`src/rtl/byte_serial_adder.sv`:
```
// Byte-serial flag-producing adder: WIDTH-bit operands pass one byte per clock,
// low byte first, through a single 8-bit add slice.
module byte_serial_adder #(
    parameter  int WIDTH = 16,
    localparam int BYTES = WIDTH / 8
) (
    input  logic             i_Clk,
    input  logic             i_Reset,
    input  logic             i_Start,
    input  logic [2:0]       i_Op,
    input  logic [WIDTH-1:0] i_A,
    input  logic [WIDTH-1:0] i_B,
    input  logic [3:0]       i_F,
    output logic             o_Busy,
    output logic             o_Done,
    output logic [WIDTH-1:0] o_Result,
    output logic [3:0]       o_F
);

    // state | meaning
    // IDLE  | waiting for i_Start; outputs hold last result
    // RUN   | one operand byte added per clock, low byte first

    localparam int SW = (BYTES > 1) ? $clog2(BYTES) : 1;

    localparam logic [2:0] OP_ADD   = 3'b000;
    localparam logic [2:0] OP_ADC   = 3'b001;
    localparam logic [2:0] OP_SUB   = 3'b010;
    localparam logic [2:0] OP_SBC   = 3'b011;
    localparam logic [2:0] OP_INC   = 3'b100;
    localparam logic [2:0] OP_DEC   = 3'b101;
    localparam logic [2:0] OP_ADDSP = 3'b110;

    typedef enum logic {
        IDLE = 1'b0,
        RUN  = 1'b1
    } state_t;

    state_t state, state_next;

    logic             accept;
    logic             last_step;
    logic [SW-1:0]    step;

    logic [2:0]       op_norm;
    logic [WIDTH-1:0] b_sext;
    logic [WIDTH-1:0] b_prep;
    logic             cin_prep;

    logic [WIDTH-1:0] a_sh;
    logic [WIDTH-1:0] b_sh;
    logic [2:0]       op_q;
    logic [3:0]       f_q;
    logic             carry_q;
    logic             zero_acc;
    logic             sp_h_q;
    logic             sp_c_q;
    logic             done_q;

    logic [4:0]       sum_lo;
    logic [4:0]       sum_hi;
    logic [7:0]       slice_sum;
    logic             c4;
    logic             c8;
    logic [WIDTH-1:0] res_next;
    logic             z_res;
    logic             sp_h;
    logic             sp_c;
    logic [3:0]       f_next;

    assign last_step = (state == RUN) && (step == SW'(BYTES - 1));

    always_ff @(posedge i_Clk or posedge i_Reset) begin
        if (i_Reset) begin
            state <= IDLE;
        end else begin
            state <= state_next;
        end
    end

    always_comb begin
        state_next = state;
        case (state)
            IDLE:    if (i_Start) state_next = RUN;
            RUN:     if (last_step) state_next = IDLE;
            default: state_next = IDLE;
        endcase
    end

    always_comb begin
        o_Busy = (state == RUN);
        o_Done = done_q;
        accept = (state == IDLE) && i_Start;
    end

    // Operand B' and carry-in are resolved once, at acceptance.
    always_comb begin
        op_norm = (i_Op == 3'b111) ? OP_ADD : i_Op;
        b_sext = {WIDTH{i_B[7]}};
        b_sext[7:0] = i_B[7:0];
        b_prep = i_B;
        cin_prep = 1'b0;
        case (op_norm)
            OP_ADC: begin
                b_prep = i_B;
                cin_prep = i_F[0];
            end
            OP_SUB: begin
                b_prep = ~i_B;
                cin_prep = 1'b1;
            end
            OP_SBC: begin
                b_prep = ~i_B;
                cin_prep = ~i_F[0];
            end
            OP_INC:   b_prep = WIDTH'(1);
            OP_DEC:   b_prep = '1;
            OP_ADDSP: b_prep = b_sext;
            default:  b_prep = i_B;
        endcase
    end

    always_comb begin
        sum_lo = {1'b0, a_sh[3:0]} + {1'b0, b_sh[3:0]} + {4'b0000, carry_q};
        sum_hi = {1'b0, a_sh[7:4]} + {1'b0, b_sh[7:4]} + {4'b0000, sum_lo[4]};
        slice_sum = {sum_hi[3:0], sum_lo[3:0]};
        c4 = sum_lo[4];
        c8 = sum_hi[4];
    end

    // Earlier bytes sit in a shift register; the current byte enters at the top.
    generate
        if (BYTES > 1) begin : g_multi
            logic [WIDTH-9:0] res_sr;
            always_ff @(posedge i_Clk or posedge i_Reset) begin
                if (i_Reset) begin
                    res_sr <= '0;
                end else if (state == RUN) begin
                    res_sr <= res_next[WIDTH-1:8];
                end
            end
            assign res_next = {slice_sum, res_sr};
        end else begin : g_single
            assign res_next = slice_sum;
        end
    endgenerate

    always_comb begin
        z_res = ~(zero_acc | (|slice_sum));
        sp_h = (step == '0) ? c4 : sp_h_q;
        sp_c = (step == '0) ? c8 : sp_c_q;
        case (op_q)
            OP_ADD:           f_next = {f_q[3], 1'b0, c4, c8};
            OP_ADC:           f_next = {z_res, 1'b0, c4, c8};
            OP_SUB, OP_SBC:   f_next = {z_res, 1'b1, ~c4, ~c8};
            OP_INC, OP_DEC:   f_next = f_q;
            OP_ADDSP:         f_next = {2'b00, sp_h, sp_c};
            default:          f_next = {f_q[3], 1'b0, c4, c8};
        endcase
    end

    always_ff @(posedge i_Clk or posedge i_Reset) begin
        if (i_Reset) begin
            a_sh     <= '0;
            b_sh     <= '0;
            op_q     <= OP_ADD;
            f_q      <= '0;
            carry_q  <= 1'b0;
            zero_acc <= 1'b0;
            sp_h_q   <= 1'b0;
            sp_c_q   <= 1'b0;
            step     <= '0;
            done_q   <= 1'b0;
            o_Result <= '0;
            o_F      <= '0;
        end else begin
            done_q <= last_step;
            if (accept) begin
                a_sh     <= i_A;
                b_sh     <= b_prep;
                op_q     <= op_norm;
                f_q      <= i_F;
                carry_q  <= cin_prep;
                zero_acc <= 1'b0;
                step     <= '0;
            end else if (state == RUN) begin
                a_sh     <= a_sh >> 8;
                b_sh     <= b_sh >> 8;
                carry_q  <= c8;
                zero_acc <= zero_acc | (|slice_sum);
                step     <= step + 1'b1;
                // SP+e8 flags come from the low byte only.
                if (step == '0) begin
                    sp_h_q <= c4;
                    sp_c_q <= c8;
                end
                if (last_step) begin
                    o_Result <= res_next;
                    o_F      <= f_next;
                end
            end
        end
    end

endmodule
```
`config.mk`:
```
export PLATFORM = sky130hd
export DESIGN_NAME = byte_serial_adder
export DESIGN_NICKNAME = d
export VERILOG_FILES = /design/src/rtl/byte_serial_adder.sv
export SDC_FILE = /design/constraint.sdc
export NUM_CORES = 1
export LEC_CHECK = 0
export ABC_AREA = 1
export CELL_PAD_IN_SITES_DETAIL_PLACEMENT = 1
export CELL_PAD_IN_SITES_GLOBAL_PLACEMENT = 2
export CORE_MARGIN = 5
export CORE_UTILIZATION = 33
export DETAILED_ROUTE_END_ITERATION = 6
export GPL_TIMING_DRIVEN = 0
export PLACE_DENSITY_LB_ADDON = 0.05
export SYNTH_ARGS = -nofsm -noshare
export SYNTH_HDL_FRONTEND = slang
export SYNTH_SLANG_ARGS = --single-unit
export TNS_END_PERCENT = 50
```
`constraint.sdc`:
```
create_clock -name i_Clk -period 6.6 [get_ports i_Clk]
set_clock_uncertainty 0.2 [all_clocks]
set_input_delay 1.32 -clock i_Clk [delete_from_list [all_inputs] [get_ports i_Clk]]
set_output_delay 1.32 -clock i_Clk [all_outputs]
set_load 0.03 [all_outputs]
```
## After elaboration in Yosys (flattened, before gate mapping)

Index checks and enable logic that the tools add are counted.

- Add/sub/neg operators: 5
- Equal/unequal tests: 13
- Multiplexer cells: 19
- Bitwise logic cells: 8
- Reduce and logical (&&, ||, !) cells: 9

Operator list:

| kind | count |
|---|---|
| 16-bit two-way mux | 4 |
| 16-bit case mux with 4 select lines | 1 |
| 3-bit equality test, second input constant | 7 |
| 16-bit NOT | 1 |
| 4-bit case mux with 4 select lines | 1 |
| 3-bit by 2-bit equality test with 1-bit output, second input constant | 4 |
| 4-bit by 4-bit adder with 5-bit output | 2 |
| 5-bit by 1-bit adder with 5-bit output | 2 |
| 1-bit two-way mux | 10 |
| 8-bit OR reduction | 1 |
| 3-bit by 1-bit equality test with 1-bit output, second input constant | 2 |
| 1-bit NOT | 6 |
| 2-bit OR reduction | 3 |
| 3-bit two-way mux | 1 |
| 1-bit case mux with 3 select lines | 1 |
| 3-bit AND reduction | 1 |
| 1-bit logical AND | 2 |
| 1-bit case mux with 2 select lines | 1 |
| 2-bit AND reduction | 1 |
| 2-bit nonzero test | 1 |
| 1-bit adder, second input constant | 1 |
| 1-bit bitwise OR | 1 |

- Bits in registers: 74
- Input bits: 42
- Output and inout bits: 22
- Word-level logic and storage cells: 68

## Depth between registers and ports, before layout

Gate-level depths: netlist (run 1).

- Depth in word-level cells: 7
- Depth in mapped cells: 18
- Depth with buffers taken out: 18

## Worst setup path after synthesis (run 1)

OpenSTA, ideal clock, no wires.

- Kind: register to register
- Start: reg a_sh[0]
- End: reg o_F[0]
- Setup time: 0.121 ns
- Arrival time: 2.475 ns
- Data required time: 6.279 ns
- Path slack: 3.804 ns
- Stages on the path, launching flop included: 18
- Path buffers: 0
- Period minus slack after synthesis: 2.796 ns
- Cell sequence: dfrtp_1 inv_1 fa_1 inv_1 fa_1 nand3_1 and2_1 inv_1 fa_1 inv_1 fa_1 inv_1 nand3_1 nand2_1 o21ai_0 inv_1 o21bai_1 nand2_1

- Cells in the longest elaborated chain, start to end: 5
- Elaborated cells between the ends (all ways): 6
- Those cells by class: 3 x add/sub; 2 x mux; 1 x bitwise

RTL lines:

| item | line | source |
|---|---|---|
| start: declaration | 50 | `logic [WIDTH-1:0] a_sh;` |
| start signal: assignment | 179 | `a_sh <= i_A;` |
| start signal: assignment | 187 | `a_sh <= a_sh >> 8;` |
| 4-bit by 4-bit adder with 5-bit output * | 124 | `sum_lo = {1'b0, a_sh[3:0]} + {1'b0, b_sh[3:0]} + {4'b0000, carry_q};` |
| 5-bit by 1-bit adder with 5-bit output * | 124 |  |
| 5-bit by 1-bit adder with 5-bit output * | 125 | `sum_hi = {1'b0, a_sh[7:4]} + {1'b0, b_sh[7:4]} + {4'b0000, sum_lo[4]};` |
| 1-bit two-way mux / 1-bit NOT (equally long branches) | -- |  |
| 4-bit case mux with 4 select lines * | 152 | `case (op_q)` |
| end signal: assignment | 199 | `o_F <= f_next;` |
| end: declaration | 17 | `output logic [3:0] o_F` |

Mark *: on every way between the ends. The rest lies on a longest branch, timed or not.
A chain may end at the register's enable or synchronous reset.

## Worst setup path in the final report (run 1)

- Start: reg a_sh[0]
- End: reg zero_acc

- Cells in the longest elaborated chain, start to end: 7

RTL lines:

| item | line | source |
|---|---|---|
| 4-bit by 4-bit adder with 5-bit output * | 124 |  |
| 5-bit by 1-bit adder with 5-bit output * | 124 |  |
| 5-bit by 1-bit adder with 5-bit output | 125 |  |
| 8-bit OR reduction * | 190 | `zero_acc <= zero_acc \| (\|slice_sum);` |
| 1-bit bitwise OR * | 190 |  |
| 1-bit two-way mux * | 186 | `end else if (state == RUN) begin` |
| 1-bit two-way mux * | 178 | `if (accept) begin` |
| end signal: assignment | 190 |  |
| end: declaration | 55 | `logic zero_acc;` |

Mark *: on every way between the ends. The rest lies on a longest branch, timed or not. The select of a mux whose other input is x is not followed.

==> reports/metrics.cfg, run 1 <==
[status]
outcome = completed

[critical_path]
cp_data_arrival_time_ps = 3300
cp-end-kind = register
path_max_fanout = 3
reg2reg_depth = 18
cp-start-kind = register
crit_type = reg -> reg
r2r_end = zero_acc$_DFFE_PP0P_
reg2reg_slack_ps = 3350
crit_path_start = a_sh[0]$_DFFE_PP0P_
worstReg2RegStart = a_sh[0]$_DFFE_PP0P_
worstPathRequired_ps = 6650

[power_and_ir_drop]
fin_total_pwr_w = 0.002034
peakVddDrop_uv = 180.1
leakage_nw = 2.183
power.density_nw_per_um2 = 439.0

[global_route]
antenna_found_initial = 0
first_global_vias = 3313
grt_max_degree = 40
grt_usage = 0.1696
grt-ovfl-total = 0
grt_pass1_wl_mm = 17.11

[sta]
rsz0062_at_grt = false
fin_setup_tns_ps = 0
fin_crit_sh = 0.4929
hold_ws_ps = 277.4
min_period_ps = 3253
finalMaxSlewViolations = 0
setup_viol = 0
fmax_mhz = 307.4
maxSlewHeadroom = 0.5806
hold_viol = 0
tightest_slew_ps = 626.4

[cells_and_area]
layout.nets = 557
drive_above_1_share = 0.06667
diodes = 0
area_growth_pct = 28.57
n_fill_cell = 1287

[die]
fp.dieH_um = 114.5
die_w_um = 114.5
pin_count = 64
start_util = 0.3340
die_area_um2 = 13110
placeableCoreArea_um2 = 10790
num_rows = 38

[yosys]
muxShareOfSynthArea = 0
synth_top_flop_cell = dfrtp_1
yosysTopAreaCellShare = 0.5137
synth_top_family_by_area = simple AND/OR/NAND/NOR gates
syn-cell-area_um2 = 3605
synth.avg_cell_area_um2 = 8.383
ys_types = 31
yosys.area_share.simple = 0.2239
synth_top_cell_by_area = dfrtp_1
synth_xor_area_frac = 0
synth_seq_cells = 74
synth_area_leaders = dfrtp_1 51%, nand2_1 13%, o21ai_0 7.5%
synth_cells = 430
yosys.area_share.adder = 0.04304
yosys.cell_count.top_type = nand2_1
synth-compound-area-share = 0.1520
yosysWarnings = 0
syn_nets = 482
synth_edf_count = 0
synthArstFlopShare = 1.000
ys_seq_area_frac = 0.5137
synth_common_cells = 126 x nand2_1, 74 x dfrtp_1, 54 x o21ai_0

[clocking]
cts_buffers = 9
clkSinkCount = 74
cts.path.max_buffers = 2
cts_resized = 0
holdBufCountCts = 0
cts_tree = done
htreeDepth = 3
clk_latency_ps = 350
postCtsSetupBuffers = 0
root_buffer = clkbuf_8
path_clk_slew_ps = 70

[route]
post_drt_via_cell_ratio = 4.749
first_iter_violations = 88
dr_total_vias = 3087
drc_errors = 0
wire_per_inst_um = 15.60
routed_wl_mm = 10.14
postRouteAntennaNets = 0
firstDrtPassIters = 4

[worst_hold_path]
hold_end = o_Result[7]$_DFFE_PP0P_
worstHoldStart = g_multi.res_sr[7]$_DFFE_PP0P_
worstHoldPathType = reg -> reg
hold_depth = 2

[placement]
dp_hpwl_mm = 7.883
numPortBuffers = 63
place_congestion = 0.7898

[run]
max_cap_violations = 0

[routing by layer]
layer	part of all wire	vias up	global-route usage
li1	-	1554	-
met1	0.46	1470	0.2194
met2	0.49	53	0.2856
met3	0.041	10	0.03224
met4	0.013	0	0.05463
met5	0	-	0
[flip-flops by register name (all words and copies together) (netlist names)]
name,count
a_sh,16
b_sh,16
o_Result,16
g_multi.res_sr,8
f_q,4
o_F,4
op_q,3
carry_q,1
o_Busy,1
o_Done,1
sp_c_q,1
sp_h_q,1
step,1
zero_acc,1
[report_power, final]
part | internal (W) | leakage, nW | switching (W)
clock | 0.000188 | 0.106 | 0.000164
sequential | 0.000636 | 0.951 | 0.000112
combinational | 0.000340 | 1.13 | 0.000594
total | 0.00116 | 2.18 | 0.000871
[worst max path at each step]
stage	slack [ps]	end	cells after the start
after floorplan	3200	a_sh[0]$_DFFE_PP0P_	1
after global placement	1840	f_q[2]$_DFFE_PP0P_	2
after detailed placement	3290	zero_acc$_DFFE_PP0P_	18
after CTS	3270	zero_acc$_DFFE_PP0P_	18
after global routing	3060	zero_acc$_DFFE_PP0P_	18
final	3350	zero_acc$_DFFE_PP0P_	18
[cells in the final DEF (no fill, tap or decap), types with 2 or more instances in the layout]
cell	n
inv_2	2
clkbuf_1	9
fa_1	4
o21ai_1	9
nand4_1	4
o21ai_0	54
nand3_1	18
clkdlybuf4s50_1	63
o221ai_1	3
o211ai_1	9
nand2_4	2
nor3_1	8
nor2_4	2
clkbuf_8	14
o22ai_1	3
buf_2	7
nor2_1	25
inv_1	42
nand2_1	126
ha_1	6
a21oi_1	10
a22oi_1	3
dfrtp_1	74
[critical path: stages, from the launching register on]
cell,delay [ps]
dfrtp_1,330
inv_1,70
fa_1,410
inv_1,90
fa_1,240
nand3_1,140
and2_1,230
inv_1,70
fa_1,180
inv_1,60
fa_1,390
inv_1,90
nand2_1,60
nand2_1,120
nand2_1,60
nor2_1,180
nand3_1,100
nand2_1,70
nand2_1,50
[metrics by stage]
| stage | instance area [um^2] | setup slack [ps] | cells | utilization |
|---|---|---|---|---|
| after floorplan | 3605 | 3198 | 430 | - |
| after global placement | 4410 | 1845 | 633 | 0.4086 |
| after detailed placement | 4433 | 3289 | 634 | 0.4107 |
| after CTS | 4634 | 3274 | 650 | 0.4294 |
| after global routing | 4634 | 3061 | 650 | 0.4294 |
| final | 4634 | 3347 | 650 | 0.4294 |
[final cells by class]
class                   instances  area, um^2  area share
clock buffers                  15       196.4     0.04239
multi-input cells             295        1510      0.3259
repair buffers                 64       650.6      0.1404
inverters                      46       180.2     0.03888
plain buffers                  15       65.06     0.01404
clock inverters                 1       5.005    0.001080
well taps                     140       175.2     0.03780
flip-flops and latches         74        1852      0.3996
[cell families (layout without fill, tap and decap cells)]
family,after synthesis,after routing
fa+ha+maj,10,10
buf+inv,61,141
compound gates,96,96
simple gates,189,189
flops,74,74
No activity file was read; power rests on OpenSTA's default activity.
==> inputs of run 2 (changes only) <==
- CORE_UTILIZATION: 33 -> 31
- clock period: 6.6 -> 3.4 ns (I/O delays scaled with it)
==> run 2 against run 1 <==
Against the previous run: critical path depth shrank 3; sequential cell count did not move; total power grew 110%; clock-buffer cell count fell by 5; critical endpoint unchanged; highest routed layer unchanged; critical path type unchanged; worst setup slack worse by 3000 ps; clock power rose to 2.6 times the previous value; sequential power is 95% higher; global-route usage is 1.4 points lower; register-to-register slack worse by 3000 ps; largest power group unchanged; via count is 0.62% higher; utilization is 1.2 points lower.
==> reports/metrics.cfg, run 2 (same netlist as run 1, synthesis figures left out) <==
[status]
outcome = completed

[clocking]
holdBufCountCts = 0  ; unchanged
htreeDepth = 3  ; unchanged
cts_tree = done
root_buffer = clkbuf_16
path_clk_slew_ps = 60  ; about the same
clkSinkCount = 74  ; unchanged
clk_latency_ps = 330  ; -20 ps
cts_buffers = 9  ; unchanged
cts.path.max_buffers = 2  ; unchanged

[placement]
numPortBuffers = 63  ; unchanged
dp.cells = 637  ; +0.47%
place_congestion = 0.8109  ; +2.7%
dpl_cell_area_um2 = 4444  ; +0.25%
dp_hpwl_mm = 7.880  ; about the same

[global_route]
grt-ovfl-total = 0  ; unchanged
grt_pass1_wl_mm = 17.46  ; +2.1%
antenna_found_initial = 0  ; unchanged
grt_usage = 0.1554  ; -0.01413
grt_max_degree = 49  ; +23%
first_global_vias = 3350  ; +1.1%

[critical_path]
worstPathRequired_ps = 3420  ; -3230 ps
crit_path_start = a_sh[0]$_DFFE_PP0P_
cp_data_arrival_time_ps = 3120  ; -180 ps
crit_type = reg -> reg
reg2reg_depth = 15  ; -3
cp-start-kind = register
cp_slowest_cell = fa_1
reg2reg_slack_ps = 300  ; -3050 ps
worstPathCellList = inv_1 > fa_2 > inv_2 > fa_2 > nand3_2 > and2_4 > inv_1 > fa_2 > inv_1 > fa_1 > nand4_1 > nor2_2 > nand3_1 > nand2_1 > nand2_1
cp-end-kind = register
path_max_fanout = 3  ; unchanged
worstReg2RegStart = a_sh[0]$_DFFE_PP0P_
cp-endpoint = zero_acc$_DFFE_PP0P_
r2r_end = zero_acc$_DFFE_PP0P_
cpPeakStageDelay_ps = 550  ; +140 ps

[cells_and_area]
drive_above_1_share = 0.08611  ; +0.01944
final_cell_mix = 124 x nand2_1, 74 x dfrtp_1, 63 x clkdlybuf4s50_1, 53 x o21ai_0, 41 x inv_1
diodes = 0  ; unchanged
stdcell_count = 654  ; +0.62%
area_growth_pct = 32.07
final_common_cell = nand2_1
layout.nets = 558  ; +0.18%
reg_top3 = a_sh x16, b_sh x16, o_Result x16
fin_area_um2 = 4761  ; +2.7%

[route]
routed_wl_mm = 10.21  ; +0.66%
first_iter_violations = 140  ; +59%
drc_errors = 0  ; unchanged
post_drt_via_cell_ratio = 4.749  ; about the same
dr_total_vias = 3106  ; +0.62%
wire_per_inst_um = 15.61  ; about the same
postRouteAntennaNets = 0  ; unchanged
firstDrtPassIters = 4  ; unchanged

[power_and_ir_drop]
p_sw_w = 0.001756  ; +100%
peakVddDrop_uv = 415.2  ; +130%
internal-power_w = 0.002487  ; +110%
p_sw_frac = 0.4138  ; -0.01417
clkPwrFrac = 0.219  ; +0.046
leakage_nw = 2.225  ; +1.9%
pwr-share-seq = 0.343  ; -0.024
pwr-share-comb = 0.438  ; -0.022
power.density_nw_per_um2 = 891.2  ; +100%

[die]
num_rows = 39  ; +2.6%
placeableCoreArea_um2 = 11420  ; +5.8%
pin_count = 64  ; unchanged
die_area_um2 = 13890  ; +5.9%
fp.dieH_um = 117.8  ; +2.9%
die_w_um = 117.8  ; +2.9%
start_util = 0.3157  ; -0.01830

[sta]
finalMaxSlewViolations = 0  ; unchanged
fmax_mhz = 322.7  ; +5.0%
min_period_ps = 3099  ; -154.3 ps
setup_viol = 0  ; unchanged
maxSlewHeadroom = 0.5530  ; -0.02754
rsz0062_at_grt = false
hold_viol = 0  ; unchanged
tightest_slew_ps = 667.5  ; +41.13 ps
fin_crit_sh = 0.9115  ; +0.4185

[run]
max_cap_violations = 0  ; unchanged

[worst_hold_path]
worstHoldPathType = reg -> reg

run 2: changes by cell type in the layout (fill, tap and decap cells not counted), sizes merged:
cell | before | now
clkinvlp | 0 | 1
buf | 8 | 9
clkbuf | 23 | 18
bufinv | 0 | 1
clkinv | 1 | 4
run 2: critical path, delay by kind of cell, from the launching register on:
family	cells	cell delay (ps)
fa+ha+maj	4	1360
simple gates	7	840
flops	1	320
buf+inv	4	270
run 2: routing by layer:
metal	GRT usage	routed length, um	part of all wire
met5	0	0	0
met4	0.03728	127	0.012
met3	0.03940	349	0.034
met2	0.2571	4953	0.49
met1	0.2044	4776	0.47
run 2: worst min-delay path by stage:
stage,start,endpoint,slack [ps],cells after the start
2_1_floorplan,g_multi.res_sr[0]$_DFFE_PP0P_,o_Result[0]$_DFFE_PP0P_,240,2
3_3_place_gp,g_multi.res_sr[6]$_DFFE_PP0P_,o_Result[6]$_DFFE_PP0P_,260,2
4_1_cts,g_multi.res_sr[6]$_DFFE_PP0P_,o_Result[6]$_DFFE_PP0P_,270,2
6_report,g_multi.res_sr[0]$_DFFE_PP0P_,o_Result[0]$_DFFE_PP0P_,270,2
5_1_grt,g_multi.res_sr[6]$_DFFE_PP0P_,o_Result[6]$_DFFE_PP0P_,300,2
3_5_place_dp,g_multi.res_sr[6]$_DFFE_PP0P_,o_Result[6]$_DFFE_PP0P_,260,2
run 2: final cells by class:
cell class / count / area [um^2]
fill: 1398 / 6658
sequential: 74 / 1852
multi-input combinational: 295 / 1533
timing repair buffer: 65 / 665.6
clock buffer: 10 / 229.0
inverter: 46 / 180.2
tap: 143 / 178.9
buffer: 15 / 65.06
clock inverter: 6 / 57.56
run 2: power by group through the flow:
stage | logic (W) | registers [W] | clock network (W)
after CTS | 0.00186 | 0.00146 | 0.000957
after floorplan | 0.000961 | 0.00163 | 0
after global routing | 0.00213 | 0.00151 | 0.000996
after global placement | 0.00182 | 0.00147 | 0
after detailed placement | 0.00185 | 0.00147 | 0
final | 0.00186 | 0.00146 | 0.000931
run 2: stage by stage:
| step | worst slack [ps] | power, W | hold WS (ps) | utilization | setup TNS [ps] |
|---|---|---|---|---|---|
| 2_1_floorplan | 604.0 | 0.002595 | 242.2 | - | 0 |
| 3_3_place_gp | -762.7 | 0.003290 | 255.9 | 0.3866 | -56110 |
| 3_5_place_dp | 84.17 | 0.003328 | 258.4 | 0.3892 | 0 |
| 4_1_cts | 70.84 | 0.004280 | 274.8 | 0.4143 | 0 |
| 5_1_grt | 42.55 | 0.004628 | 297.2 | 0.4169 | 0 |
| 6_report | 301.1 | 0.004243 | 274.2 | 0.4169 | 0 |
run 2: timing repair:
item	4_1_cts	5_1_grt
hold endpoints to repair	0	0
gates resized for setup	0	10
setup endpoints to repair	0	3
buffers inserted	0	1
==> inputs of run 3 (changes only) <==
- CAP_MARGIN: not set -> 0
- clock period: 3.4 -> 3 ns (I/O delays scaled with it)
==> run 3 against run 2 <==
Against the previous run: die area did not move; largest cell class unchanged; maximum frequency is 5.4% higher; register-to-register slack worse by 240 ps; clock power up 14%; critical path type unchanged; total power grew 16%; cell area increased by 1.5%.
==> reports/metrics.cfg, run 3 (same netlist as run 1, synthesis figures left out) <==
[status]
outcome = completed

[die]
pin_count = 64  ; unchanged
die_area_um2 = 13890  ; unchanged
die_w_um = 117.8  ; unchanged
num_rows = 39  ; unchanged
placeableCoreArea_um2 = 11420  ; unchanged
start_util = 0.3157  ; unchanged
fp.dieH_um = 117.8  ; unchanged

[sta]
setup_viol = 0  ; unchanged
fmax_mhz = 340.0  ; +5.4%
min_period_ps = 2941  ; -157.9 ps
finalWorstSetupSlack_ps = 58.96  ; -242.1 ps
finalMaxSlewViolations = 0  ; unchanged
hold_ws_ps = 274.2  ; -0.004000 ps
rsz0062_at_grt = true
fin_crit_sh = 0.9803  ; +0.06889
maxSlewHeadroom = 0.5526  ; about the same
tightest_slew_ps = 668.2  ; +0.6347 ps
hold_viol = 0  ; unchanged

[critical_path]
r2r_end = zero_acc$_DFFE_PP0P_
worstReg2RegStart = carry_q$_DFFE_PP0P_
cp_slowest_cell = fa_2
critPathBufInv = 4  ; unchanged
cp-end-kind = register
worstPathRequired_ps = 3020  ; -400 ps
cp_top_family = adder cells
worstPathCellList = inv_2 > fa_2 > inv_2 > fa_2 > nand3_2 > and2_4 > inv_2 > fa_2 > inv_2 > fa_2 > nand4_1 > nor2_4 > nand3_2 > nand2_1 > nand2_1
cp-start-kind = register
reg2reg_depth = 15  ; unchanged
reg2reg_slack_ps = 60  ; -240 ps
cp_data_arrival_time_ps = 2960  ; -160 ps
crit_type = reg -> reg
cpPeakStageDelay_ps = 540  ; about the same
path_max_fanout = 2  ; -1

[clocking]
root_buffer = clkbuf_16
cts.path.max_buffers = 2  ; unchanged
clkSinkCount = 74  ; unchanged
htreeDepth = 3  ; unchanged
clk_latency_ps = 330  ; about the same
cts_buffers = 9  ; unchanged
path_clk_slew_ps = 60  ; about the same
cts_tree = done

[route]
postRouteAntennaNets = 0  ; unchanged
routed_wl_mm = 10.22  ; +0.11%
dr_total_vias = 3132  ; +0.84%
wire_per_inst_um = 15.48  ; -0.80%
first_iter_violations = 138  ; -1.4%
firstDrtPassIters = 4  ; unchanged
post_drt_via_cell_ratio = 4.745  ; about the same
drc_errors = 0  ; unchanged

[global_route]
antenna_found_initial = 0  ; unchanged
first_global_vias = 3370  ; +0.60%
grt_max_degree = 49  ; unchanged
grt_usage = 0.1565  ; +0.001030
grt_pass1_wl_mm = 17.58  ; +0.68%
grt-ovfl-total = 0  ; unchanged

[cells_and_area]
final_cell_mix = 122 x nand2_1, 74 x dfrtp_1, 63 x clkdlybuf4s50_1, 53 x o21ai_0, 35 x inv_1
drive_above_1_share = 0.1180  ; +0.03188
n_fill_cell = 1392  ; -0.43%
area_growth_pct = 34.05
layout.nets = 564  ; +1.1%
reg_top3 = a_sh x16, b_sh x16, o_Result x16
final_common_cell = nand2_1
diodes = 0  ; unchanged
final_util = 0.4232  ; +0.006246
fin_area_um2 = 4832  ; +1.5%

[worst_hold_path]
worstHoldPathType = reg -> reg
hold_end = o_Result[0]$_DFFE_PP0P_
worstHoldStart = g_multi.res_sr[0]$_DFFE_PP0P_
hold_depth = 2  ; unchanged

[placement]
dp_hpwl_mm = 7.880  ; unchanged
numPortBuffers = 63  ; unchanged
post-place-ws_ps = -315.8  ; -400.0 ps
dpl_cell_area_um2 = 4444  ; unchanged
place_congestion = 0.8109  ; unchanged

[power_and_ir_drop]
fin_total_pwr_w = 0.004919  ; +16%
peakVddDrop_uv = 463.4  ; +12%
power.density_nw_per_um2 = 1018  ; +14%
leakage_nw = 2.252  ; +1.2%

[run]
max_cap_violations = 0  ; unchanged

-- run 3: changes by cell type in the layout (fill, tap and decap cells not counted), sizes merged --
cell	delta
buf	+6
-- run 3: power breakdown --
part,internal (W),switching (W)
registers,0.00140,0.000257
clock network,0.000638,0.000418
logic,0.000847,0.00136
-- run 3: final cells by class --
class,instances,area (um^2),share of cell area
Sequential cell,74,1852,0.3832
Multi-Input combinational cell,295,1559,0.3226
Timing Repair Buffer,71,710.7,0.1471
Clock buffer,10,229.0,0.04738
Inverter,46,180.2,0.03729
Tap cell,143,178.9,0.03703
Buffer,15,65.06,0.01346
Clock inverter,6,57.56,0.01191
-- run 3: through the flow --
stage / std cells / setup TNS [ps]
2_1_floorplan: 430 / 0
3_3_place_gp: 636 / -80660
3_5_place_dp: 637 / -924.2
4_1_cts: 658 / -34.29
5_1_grt: 660 / -341.5
6_report: 660 / 0
-- run 3: worst reg2reg max path, cell delays in order (launching register included) --
cell and delay [ps]:
dfrtp_1 360, inv_2 50, fa_2 370, inv_2 70, fa_2 200, nand3_2 80, and2_4 170, inv_2 50
fa_2 200, inv_2 40, fa_2 540, nand4_1 150, nor2_4 150, nand3_2 90, nand2_1 70, nand2_1 50
-- run 3: repair_timing --
action / in CTS / in global routing
setup endpoints to repair: 4 / 6
gates resized for setup: 14 / 9
pin swaps: 5 / 10
hold buffers: 0 / 0
buffers inserted: 5 / 2
cloned: 0 / 0
-- run 3: per-layer routing --
metal | track usage | share of wire
met5 | 0 | 0
met4 | 0.03728 | 0.011
met2 | 0.2585 | 0.48
met3 | 0.03940 | 0.036
met1 | 0.2063 | 0.47
-- run 3: how the worst max path moves through the flow --
stage / startpoint / end / slack, ps / depth (start not counted)
2_1_floorplan: a_sh[0]$_DFFE_PP0P_ / o_F[0]$_DFFE_PP0P_ / 200 / 17
3_3_place_gp: i_Reset / f_q[2]$_DFFE_PP0P_ / -1080 / 2
3_5_place_dp: a_sh[0]$_DFFE_PP0P_ / zero_acc$_DFFE_PP0P_ / -320 / 18
4_1_cts: a_sh[0]$_DFFE_PP0P_ / zero_acc$_DFFE_PP0P_ / -30 / 15
5_1_grt: carry_q$_DFFE_PP0P_ / zero_acc$_DFFE_PP0P_ / -140 / 15
6_report: carry_q$_DFFE_PP0P_ / zero_acc$_DFFE_PP0P_ / 60 / 15
